==> src/rtl/hsync_line_generator_if.sv <==
// Video timing bundle: run request into the generator, syncs/strobes/position out.
interface hsync_line_generator_if #(
  parameter int DWIDTH = 8,
  parameter int LWIDTH = 8
);
  logic              en;
  logic              hsync;
  logic              vsync;
  logic              de;
  logic              line_start;
  logic              frame_start;
  logic [DWIDTH-1:0] pix_x;
  logic [LWIDTH-1:0] line_y;

  modport master (
    input  en,
    output hsync, vsync, de, line_start, frame_start, pix_x, line_y
  );

  modport slave (
    output en,
    input  hsync, vsync, de, line_start, frame_start, pix_x, line_y
  );
endinterface

==> src/rtl/hsync_line_generator.sv <==
// Line/frame timing generator. An H FSM walks SYNC/BP/ACT/FP per line; a V FSM
// steps once per completed line. Outputs are registered from next-state values
// so each output cycle matches the state/counters of that same cycle.
module hsync_line_generator #(
  parameter int DWIDTH = 8,
  parameter int LWIDTH = 8,
  parameter int H_SYNC = 8,
  parameter int H_BP   = 4,
  parameter int H_ACT  = 256,
  parameter int H_FP   = 4,
  parameter int V_SYNC = 2,
  parameter int V_BP   = 2,
  parameter int V_ACT  = 4,
  parameter int V_FP   = 2
) (
  input  logic                   clk,
  input  logic                   rst,
  hsync_line_generator_if.master vid
);

  // Phase counters only need to reach the longest state minus one.
  localparam int H_MAX_A = (H_SYNC > H_BP) ? H_SYNC : H_BP;
  localparam int H_MAX_B = (H_ACT > H_FP) ? H_ACT : H_FP;
  localparam int H_MAX   = (H_MAX_A > H_MAX_B) ? H_MAX_A : H_MAX_B;
  localparam int V_MAX_A = (V_SYNC > V_BP) ? V_SYNC : V_BP;
  localparam int V_MAX_B = (V_ACT > V_FP) ? V_ACT : V_FP;
  localparam int V_MAX   = (V_MAX_A > V_MAX_B) ? V_MAX_A : V_MAX_B;
  localparam int HCW     = $clog2(H_MAX + 1);
  localparam int VCW     = $clog2(V_MAX + 1);

  localparam logic [HCW-1:0] H_SYNC_LAST = HCW'(H_SYNC - 1);
  localparam logic [HCW-1:0] H_BP_LAST   = HCW'(H_BP - 1);
  localparam logic [HCW-1:0] H_ACT_LAST  = HCW'(H_ACT - 1);
  localparam logic [HCW-1:0] H_FP_LAST   = HCW'(H_FP - 1);
  localparam logic [VCW-1:0] V_SYNC_LAST = VCW'(V_SYNC - 1);
  localparam logic [VCW-1:0] V_BP_LAST   = VCW'(V_BP - 1);
  localparam logic [VCW-1:0] V_ACT_LAST  = VCW'(V_ACT - 1);
  localparam logic [VCW-1:0] V_FP_LAST   = VCW'(V_FP - 1);

  typedef enum logic [2:0] {HS_IDLE, HS_SYNC, HS_BP, HS_ACT, HS_FP} h_state_t;
  typedef enum logic [1:0] {VS_SYNC, VS_BP, VS_ACT, VS_FP} v_state_t;

  h_state_t          h_state_q, h_state_d;
  v_state_t          v_state_q, v_state_d;
  logic [HCW-1:0]    h_cnt_q, h_cnt_d;
  logic [VCW-1:0]    v_cnt_q, v_cnt_d;
  logic              line_done;

  logic              hsync_q, hsync_d;
  logic              vsync_q, vsync_d;
  logic              de_q, de_d;
  logic              line_start_q, line_start_d;
  logic              frame_start_q, frame_start_d;
  logic [DWIDTH-1:0] pix_x_q, pix_x_d;
  logic [LWIDTH-1:0] line_y_q, line_y_d;

  // State and phase-counter registers; reset aborts any line in progress.
  always_ff @(posedge clk or posedge rst) begin
    if (rst) begin
      h_state_q <= HS_IDLE;
      v_state_q <= VS_SYNC;
      h_cnt_q   <= '0;
      v_cnt_q   <= '0;
    end else begin
      h_state_q <= h_state_d;
      v_state_q <= v_state_d;
      h_cnt_q   <= h_cnt_d;
      v_cnt_q   <= v_cnt_d;
    end
  end

  // Next-state: H phase advance, run/idle decision on the last FP cycle, and a V step per finished line.
  always_comb begin
    h_state_d = h_state_q;
    h_cnt_d   = h_cnt_q + 1'b1;
    v_state_d = v_state_q;
    v_cnt_d   = v_cnt_q;
    line_done = 1'b0;
    unique case (h_state_q)
      HS_IDLE: begin
        h_cnt_d = '0;
        if (vid.en) h_state_d = HS_SYNC;
      end
      HS_SYNC: if (h_cnt_q == H_SYNC_LAST) begin h_state_d = HS_BP;  h_cnt_d = '0; end
      HS_BP:   if (h_cnt_q == H_BP_LAST)   begin h_state_d = HS_ACT; h_cnt_d = '0; end
      HS_ACT:  if (h_cnt_q == H_ACT_LAST)  begin h_state_d = HS_FP;  h_cnt_d = '0; end
      HS_FP: begin
        if (h_cnt_q == H_FP_LAST) begin
          h_state_d = vid.en ? HS_SYNC : HS_IDLE;
          h_cnt_d   = '0;
          line_done = 1'b1;
        end
      end
      default: begin
        h_state_d = HS_IDLE;
        h_cnt_d   = '0;
      end
    endcase
    if (line_done) begin
      v_cnt_d = v_cnt_q + 1'b1;
      unique case (v_state_q)
        VS_SYNC: if (v_cnt_q == V_SYNC_LAST) begin v_state_d = VS_BP;   v_cnt_d = '0; end
        VS_BP:   if (v_cnt_q == V_BP_LAST)   begin v_state_d = VS_ACT;  v_cnt_d = '0; end
        VS_ACT:  if (v_cnt_q == V_ACT_LAST)  begin v_state_d = VS_FP;   v_cnt_d = '0; end
        VS_FP:   if (v_cnt_q == V_FP_LAST)   begin v_state_d = VS_SYNC; v_cnt_d = '0; end
        default: begin v_state_d = VS_SYNC; v_cnt_d = '0; end
      endcase
    end
  end

  // Output decode from next-state so the registered outputs line up with the state they describe.
  always_comb begin
    hsync_d       = (h_state_d == HS_SYNC);
    vsync_d       = (v_state_d == VS_SYNC);
    de_d          = (h_state_d == HS_ACT) && (v_state_d == VS_ACT);
    line_start_d  = (h_state_d == HS_SYNC) && (h_cnt_d == '0);
    frame_start_d = line_start_d && (v_state_d == VS_SYNC) && (v_cnt_d == '0);
    pix_x_d       = (h_state_d == HS_ACT) ? DWIDTH'(h_cnt_d) : '0;
    line_y_d      = (v_state_d == VS_ACT) ? LWIDTH'(v_cnt_d) : '0;
  end

  // Output registers, cleared immediately by reset.
  always_ff @(posedge clk or posedge rst) begin
    if (rst) begin
      hsync_q       <= 1'b0;
      vsync_q       <= 1'b0;
      de_q          <= 1'b0;
      line_start_q  <= 1'b0;
      frame_start_q <= 1'b0;
      pix_x_q       <= '0;
      line_y_q      <= '0;
    end else begin
      hsync_q       <= hsync_d;
      vsync_q       <= vsync_d;
      de_q          <= de_d;
      line_start_q  <= line_start_d;
      frame_start_q <= frame_start_d;
      pix_x_q       <= pix_x_d;
      line_y_q      <= line_y_d;
    end
  end

  assign vid.hsync       = hsync_q;
  assign vid.vsync       = vsync_q;
  assign vid.de          = de_q;
  assign vid.line_start  = line_start_q;
  assign vid.frame_start = frame_start_q;
  assign vid.pix_x       = pix_x_q;
  assign vid.line_y      = line_y_q;

endmodule

==> src/flat_wrapper.sv <==
// flat-port wrapper written by rule: the top's interface ports become plain ports
module hsync_line_generator_flat 
#(
  parameter int DWIDTH = 8,
  parameter int LWIDTH = 8,
  parameter int H_SYNC = 8,
  parameter int H_BP   = 4,
  parameter int H_ACT  = 256,
  parameter int H_FP   = 4,
  parameter int V_SYNC = 2,
  parameter int V_BP   = 2,
  parameter int V_ACT  = 4,
  parameter int V_FP   = 2
)
  (clk, rst, vid_en, vid_hsync, vid_vsync, vid_de, vid_line_start, vid_frame_start, vid_pix_x, vid_line_y);
  hsync_line_generator_if #(.DWIDTH(DWIDTH), .LWIDTH(LWIDTH)) vid_i ();
  input  logic clk;
  input  logic rst;
  input wire logic [$bits(vid_i.en)-1:0] vid_en;
  output wire logic [$bits(vid_i.hsync)-1:0] vid_hsync;
  output wire logic [$bits(vid_i.vsync)-1:0] vid_vsync;
  output wire logic [$bits(vid_i.de)-1:0] vid_de;
  output wire logic [$bits(vid_i.line_start)-1:0] vid_line_start;
  output wire logic [$bits(vid_i.frame_start)-1:0] vid_frame_start;
  output wire logic [$bits(vid_i.pix_x)-1:0] vid_pix_x;
  output wire logic [$bits(vid_i.line_y)-1:0] vid_line_y;
  assign vid_i.en = vid_en;
  assign vid_hsync = vid_i.hsync;
  assign vid_vsync = vid_i.vsync;
  assign vid_de = vid_i.de;
  assign vid_line_start = vid_i.line_start;
  assign vid_frame_start = vid_i.frame_start;
  assign vid_pix_x = vid_i.pix_x;
  assign vid_line_y = vid_i.line_y;
  hsync_line_generator #(.DWIDTH(DWIDTH), .LWIDTH(LWIDTH), .H_SYNC(H_SYNC), .H_BP(H_BP), .H_ACT(H_ACT), .H_FP(H_FP), .V_SYNC(V_SYNC), .V_BP(V_BP), .V_ACT(V_ACT), .V_FP(V_FP)) u_core (.clk(clk), .rst(rst), .vid(vid_i));
endmodule
==> config.mk <==
export PLATFORM = sky130hd
export DESIGN_NAME = hsync_line_generator_flat
export DESIGN_NICKNAME = d
export VERILOG_FILES = /design/src/rtl/hsync_line_generator_if.sv /design/src/rtl/hsync_line_generator.sv /design/src/flat_wrapper.sv
export SDC_FILE = /design/constraint.sdc
export NUM_CORES = 1
export LEC_CHECK = 0
export CORE_ASPECT_RATIO = 0.5
export CORE_MARGIN = 1.5
export CORE_UTILIZATION = 45
export DETAILED_ROUTE_END_ITERATION = 16
export PLACE_DENSITY = 0.69
export SLEW_MARGIN = 40
export SYNTH_ARGS = -nofsm -noshare
export SYNTH_HDL_FRONTEND = slang
export SYNTH_SLANG_ARGS = --single-unit
==> constraint.sdc <==
create_clock -name clk -period 3.43 [get_ports clk]
set_input_delay 0.8575 -clock clk [delete_from_list [all_inputs] [get_ports clk]]
set_output_delay 0.8575 -clock clk [all_outputs]
set_load 0.02 [all_outputs]
==> After elaboration in Yosys (flattened, before gate mapping) <==
Index checks and enable logic that the tools add are counted.
{ "classes": {"addsub": 2, "mul": 0, "div_mod_pow": 0, "order_cmp": 0, "n_eq_ne": 15, "shifts": 0, "mux": 25, "bitwise": 0, "n_reduce_logical": 11} }
{ "ops": {"columns": ["op", "n"], "rows": [
  ["$mux 3", 9],
  ["$mux 9", 3],
  ["$pmux 9 s3", 1],
  ["$pmux 3 s5", 1],
  ["$eq 3x2->1 const B", 4],
  ["$mux 2", 5],
  ["$add 9x1->9 const B", 1],
  ["$eq 3x1->1 const B", 3],
  ["$eq 9x2->1 const B", 1],
  ["$eq 9x3->1 const B", 1],
  ["$eq 9x8->1 const B", 1],
  ["$logic_not 9->1", 1],
  ["$mux 8", 1],
  ["$pmux 2 s4", 1],
  ["$eq 2x2->1 const B", 3],
  ["$logic_not 3->1", 2],
  ["$pmux 3 s2", 1],
  ["$logic_and 1x1->1", 4],
  ["$logic_not 2->1", 2],
  ["$add 3x1->3 const B", 1],
  ["$eq 3x3->1 const B", 1],
  ["$mux 1", 3],
  ["$reduce_or 3->1", 1],
  ["$eq 2x1->1 const B", 1],
  ["$reduce_or 2->1", 1]
]} }
{ "word_totals": {"ff_bits": 38, "latchBits": 0, "ram_bits": 0, "mem_bits_ro": 0, "in_bits": 3, "wordCells": 64, "memories": 0} }

==> Logic depth before layout (Yosys ltp) <==
{ "depth": {"depth_word": 7, "depth_mapped": 11} }

==> Worst setup path before layout <==
OpenSTA, ideal clock, no wires.
{ "synth_path": {"path_type": "flip-flop to flip-flop", "from": "reg u_core.h_cnt_q[0]", "to": "reg u_core.de_q (netlist: u_core.vid.de)", "arrival_ps": 2120, "path_slack_ps": 1190, "stages_incl_launch_ff": 12, "synth_period_minus_slack_ps": 2240, "cell_sequence": "dfrtp_1 > ha_1 > and3_1 > clkbuf_1 > and2_1 > nand3_1 > inv_1 > ha_1 > and3b_1 > a211oi_1 > o22ai_1 > and3b_1"} }
{ "synth_via": {"word_cells_on_any_way": 14, "classes_between": "eq/ne (5); mux (8); reduce/logical (1)"} }
{ "synth_lines": {"columns": ["element", "line_no", "text"], "rows": [
  ["from (decl)", "hsync_line_generator.sv:45", "logic [HCW-1:0] h_cnt_q, h_cnt_d;"],
  ["from (signal assigned)", "hsync_line_generator.sv:67", "h_cnt_q <= h_cnt_d;"],
  ["$eq 9x2->1, or another cell as far along", "hsync_line_generator.sv:85, hsync_line_generator.sv:88", null],
  ["$mux 3 (on tied branches)", null, null],
  ["$pmux 3 s5 *", "hsync_line_generator.sv:79", "unique case (h_state_q)"],
  ["net u_core.h_state_d[0]", "hsync_line_generator.sv:43", "h_state_t h_state_q, h_state_d;"],
  ["$eq 3x2->1 *", "hsync_line_generator.sv:115", "de_d = (h_state_d == HS_ACT) && (v_state_d == VS_ACT);"],
  ["$logic_and 1x1->1 *", "hsync_line_generator.sv:115", null],
  ["net u_core.de_d", "hsync_line_generator.sv:51", "logic de_q, de_d;"],
  ["to (signal assigned)", "hsync_line_generator.sv:127", "de_q <= 1'b0;"],
  ["to (signal assigned)", "hsync_line_generator.sv:135", "de_q <= de_d;"],
  ["to (decl)", "hsync_line_generator.sv:51", null]
]} }
The timed path passes the listed nets; every way through them passes the cells marked *.

==> Worst setup path after layout <==
{ "layout_path": {"from": "reg u_core.h_cnt_q[0]", "to": "reg u_core.h_cnt_q[1]"} }
{ "layout_via": {"elab_chain_cells": 3, "word_cells_on_any_way": 8, "classes_between": "add/sub (1); eq/ne (3); mux (4)"} }
{ "layout_rtl": {"columns": ["element", "line_no", "text"], "rows": [
  ["$add 9x1->9, or another cell as far along", "hsync_line_generator.sv:75", "h_cnt_d = h_cnt_q + 1'b1;"],
  ["$mux 9 (on tied branches)", null, null],
  ["$pmux 9 s3 *", "hsync_line_generator.sv:79", null],
  ["net u_core.h_cnt_d[1]", "hsync_line_generator.sv:45", null]
]} }
Marked as above.

==> impl_metrics.tcl <==
set metrics [dict create \
    outcome "finished clean" \
    track_usage_pct 17.0 \
    ys_seq_area_share_pct 47.8 \
    combinationalPowerShare_pct 35.1 \
    holdWs_ns 0.544 \
    start_util_pct 48.7 \
    synth_edf_count 0 \
    portBuffers 18 \
    fp.dieArea_um2 4240 \
    holdPathStages 1 \
    finish.utilization_pct 56.2 \
    worstPathCellList "ha_1 > and3_1 > and2_1 > nand3_1 > inv_1 > ha_1 > nand3b_1 > and2_1 > nor2b_1" \
    netlist_area_um2 1730 \
    period_minus_slack_ns 2.43 \
    drc_errors 0 \
    p_int_mw 0.782 \
    grt_pass1_vias 1134 \
    grt_start_max_net_pins 34 \
    r2r_start "u_core.h_cnt_q[0]$_DFF_PP0_" \
    critPathKind "flop to flop" \
    r2r_cells 9 \
    min_path_type "flop to flop" \
    clock_latency_ns 0.29 \
    r2r_end "u_core.h_cnt_q[1]$_DFF_PP0_" \
    cp-start-kind "flop" \
    antenna_found_initial 0 \
    critPathTopFamily "simple AND/OR/NAND/NOR gates" \
    slew_viol_final 0 \
    switching_share_pct 36.7 \
    ir_drop_mv 0.279 \
    ant_nets 0 \
    path_max_fanout 8 \
    layout.cells.non_filler 240 \
    drive_above_1_share_pct 8.47 \
    critPathSlowestCell "dfrtp_1" \
    rsz0062_at_grt "false" \
    p_sw_mw 0.452 \
    fin_tns_setup_ns 0 \
    synth.avg_cell_area_um2 10.1 \
    place_congestion 0.870 \
    clkPwrFrac_pct 22.5 \
    pwr-share-seq_pct 42.4 \
    r2r_setup_slack_ns 1.00 \
    power_density_nw_per_um2 619 \
    crit_start "u_core.h_cnt_q[0]$_DFF_PP0_" \
    post-route-period-util_pct 70.8 \
    ys_seq_elements 33 \
    skew_ns 0.00434 \
    hold_buffers 0 \
    post_cts_buffers 0 \
    grt_pass1_wl_mm 5.27 \
    arrival_ns 2.65 \
    dpl.hpwl_mm 2.23 \
    cap_viol_max_count 0 \
    via_per_inst 5.05 \
    min-delay-start "u_core.h_cnt_q[0]$_DFF_PP0_" \
    synth_area_leaders "dfrtp_1 48%, ha_1 5.1%, nor2_1 4.8%" \
    cts_resized 0 \
    antennaDiodeCount 0 \
    gr-total-overflow 0 \
    netlist_instances 171 \
    crit_buf_inv 1 \
    final_hold_viol_count 0 \
    fp-row-count 15 \
    die_x_um 90.6 \
    fp.dieH_um 46.8 \
    ios 24 \
    cts_buffers 5 \
    tritoncts "built" \
    p_leak_nw 0.898 \
    setup_viol 0 \
    cts_htree_levels 2 \
    min_to "u_core.h_cnt_q[0]$_DFF_PP0_" \
    cts_buffer_depth 2 \
    ys_dominant_reg_cell "dfrtp_1" \
    finalPower_mw 1.23 \
    synth_top_area_share_pct 47.8 \
    num-fill-cells 309 \
    path_clk_slew_ns 0.07 \
    end_kind "flop" \
    first_pass_iters 4 \
    synth_top_cell_by_area "dfrtp_1" \
    cts_root_buffer "clkbuf_8" \
    wl_mm 3.10 \
    ys_warn_count 0 \
    worstPathRequired_ns 3.65 \
    area_growth_pct 15.4 \
    clock_sinks 33 \
    synthArstFlopShare_pct 100 \
    initialDrtViolationCount 35 \
    coreArea_um2 3550 \
    drt-wirelength-per-cell_um 12.9 \
    synth_cell_type_count 44 \
    dpl.cell_count 232 \
    fin_nets 198 \
    crit_path_max_incr_delay_ns 0.43 \
    fmax_ghz 0.412 \
    route.vias.total 1212 \
]
[layout make-up]
type / count / area [um^2] / share of cell area (%)
Timing Repair Buffer: 19 / 188 / 9.42
Sequential cell: 33 / 826 / 41.4
Clock inverter: 2 / 10.0 / 0.502
Multi-Input combinational cell: 119 / 796 / 39.9
Inverter: 10 / 37.5 / 1.88
Tap cell: 51 / 63.8 / 3.20
Clock buffer: 6 / 72.6 / 3.64
[Yosys cell counts (all sizes together), types with 3 or more instances]
cell type	count
a211oi	4
a21oi	7
and2	6
and3b	3
buf	10
clkbuf	3
dfrtp	33
ha	7
inv	10
mux2i	3
nand2	9
nand3	7
nor2	22
nor2b	5
nor3	5
xnor2	6
xor2	3
[how the worst max path moves through the flow]
| stage | to | slack (ns) | cells past startpoint |
|---|---|---|---|
| 3_5_place_dp | u_core.h_cnt_q[4]$_DFF_PP0_ | 1.01 | 9 |
| 6_report | u_core.h_cnt_q[1]$_DFF_PP0_ | 1.00 | 9 |
| 2_1_floorplan | u_core.vid.de$_DFF_PP0_ | 1.19 | 11 |
| 3_3_place_gp | u_core.h_cnt_q[7]$_DFF_PP0_ | 1.11 | 6 |
| 5_1_grt | u_core.h_cnt_q[2]$_DFF_PP0_ | 0.74 | 9 |
| 4_1_cts | u_core.h_cnt_q[4]$_DFF_PP0_ | 1.0 | 9 |
[layout by cell type (no fill, tap or decap), drive strengths merged, types with 2 or more instances in the layout]
master / instances
nand2: 9
nor2b: 5
a31oi: 2
clkinv: 2
o21ai: 2
or4b: 2
and2: 6
ha: 7
nand3: 7
clkbuf: 6
inv: 10
and3b: 3
a21oi: 7
clkdlybuf4s50: 18
dfrtp: 33
nand4: 2
xnor2: 6
xor2: 3
nand2b: 2
a211oi: 4
or3: 2
nor2: 22
mux2i: 3
nor3: 5
conb: 5
[through the flow]
stage / area [um^2] / setup WS, ns
finish: 1990 / 1.00
detailed placement: 1910 / 1.01
global route: 1990 / 0.743
CTS: 1990 / 0.996
global placement: 1910 / 1.11
floorplan: 1740 / 1.19
[layer usage]
layer	wire [um]	GRT usage [%]
met1	1610	21.6
met2	1330	27.4
met3	114	5.83
met4	46	7.62
met5	0	0
[power by group through the flow]
stage	Clock [mW]	Combinational [mW]	Sequential, mW
4_1_cts	0.287	0.435	0.520
2_1_floorplan	0	0.324	0.530
6_report	0.278	0.433	0.523
3_5_place_dp	0	0.433	0.527
3_3_place_gp	0	0.427	0.526
5_1_grt	0.307	0.480	0.532
[logic make-up after synthesis]
family	after synthesis	share of synthesized area, %
simple gates	72	24.4
flops	33	47.8
compound gates	23	9.20
buf+inv	23	6.96
xor+xnor	9	4.57
fa+ha+maj	7	5.07
mux	3	1.74
other cells	1	0.217
[sequential cells by signal, indices dropped and copies added (netlist names)]
name                    cells
u_core.vid.line_start       1
u_core.vid.de               1
u_core.v_cnt_q              3
u_core.vid.pix_x            8
u_core.vid.frame_start      1
u_core.v_state_q            2
u_core.h_cnt_q              9
u_core.vid.hsync            1
u_core.h_state_q            3
u_core.vid.line_y           3
u_core.vid.vsync            1
No activity file was read; power rests on OpenSTA's default activity.
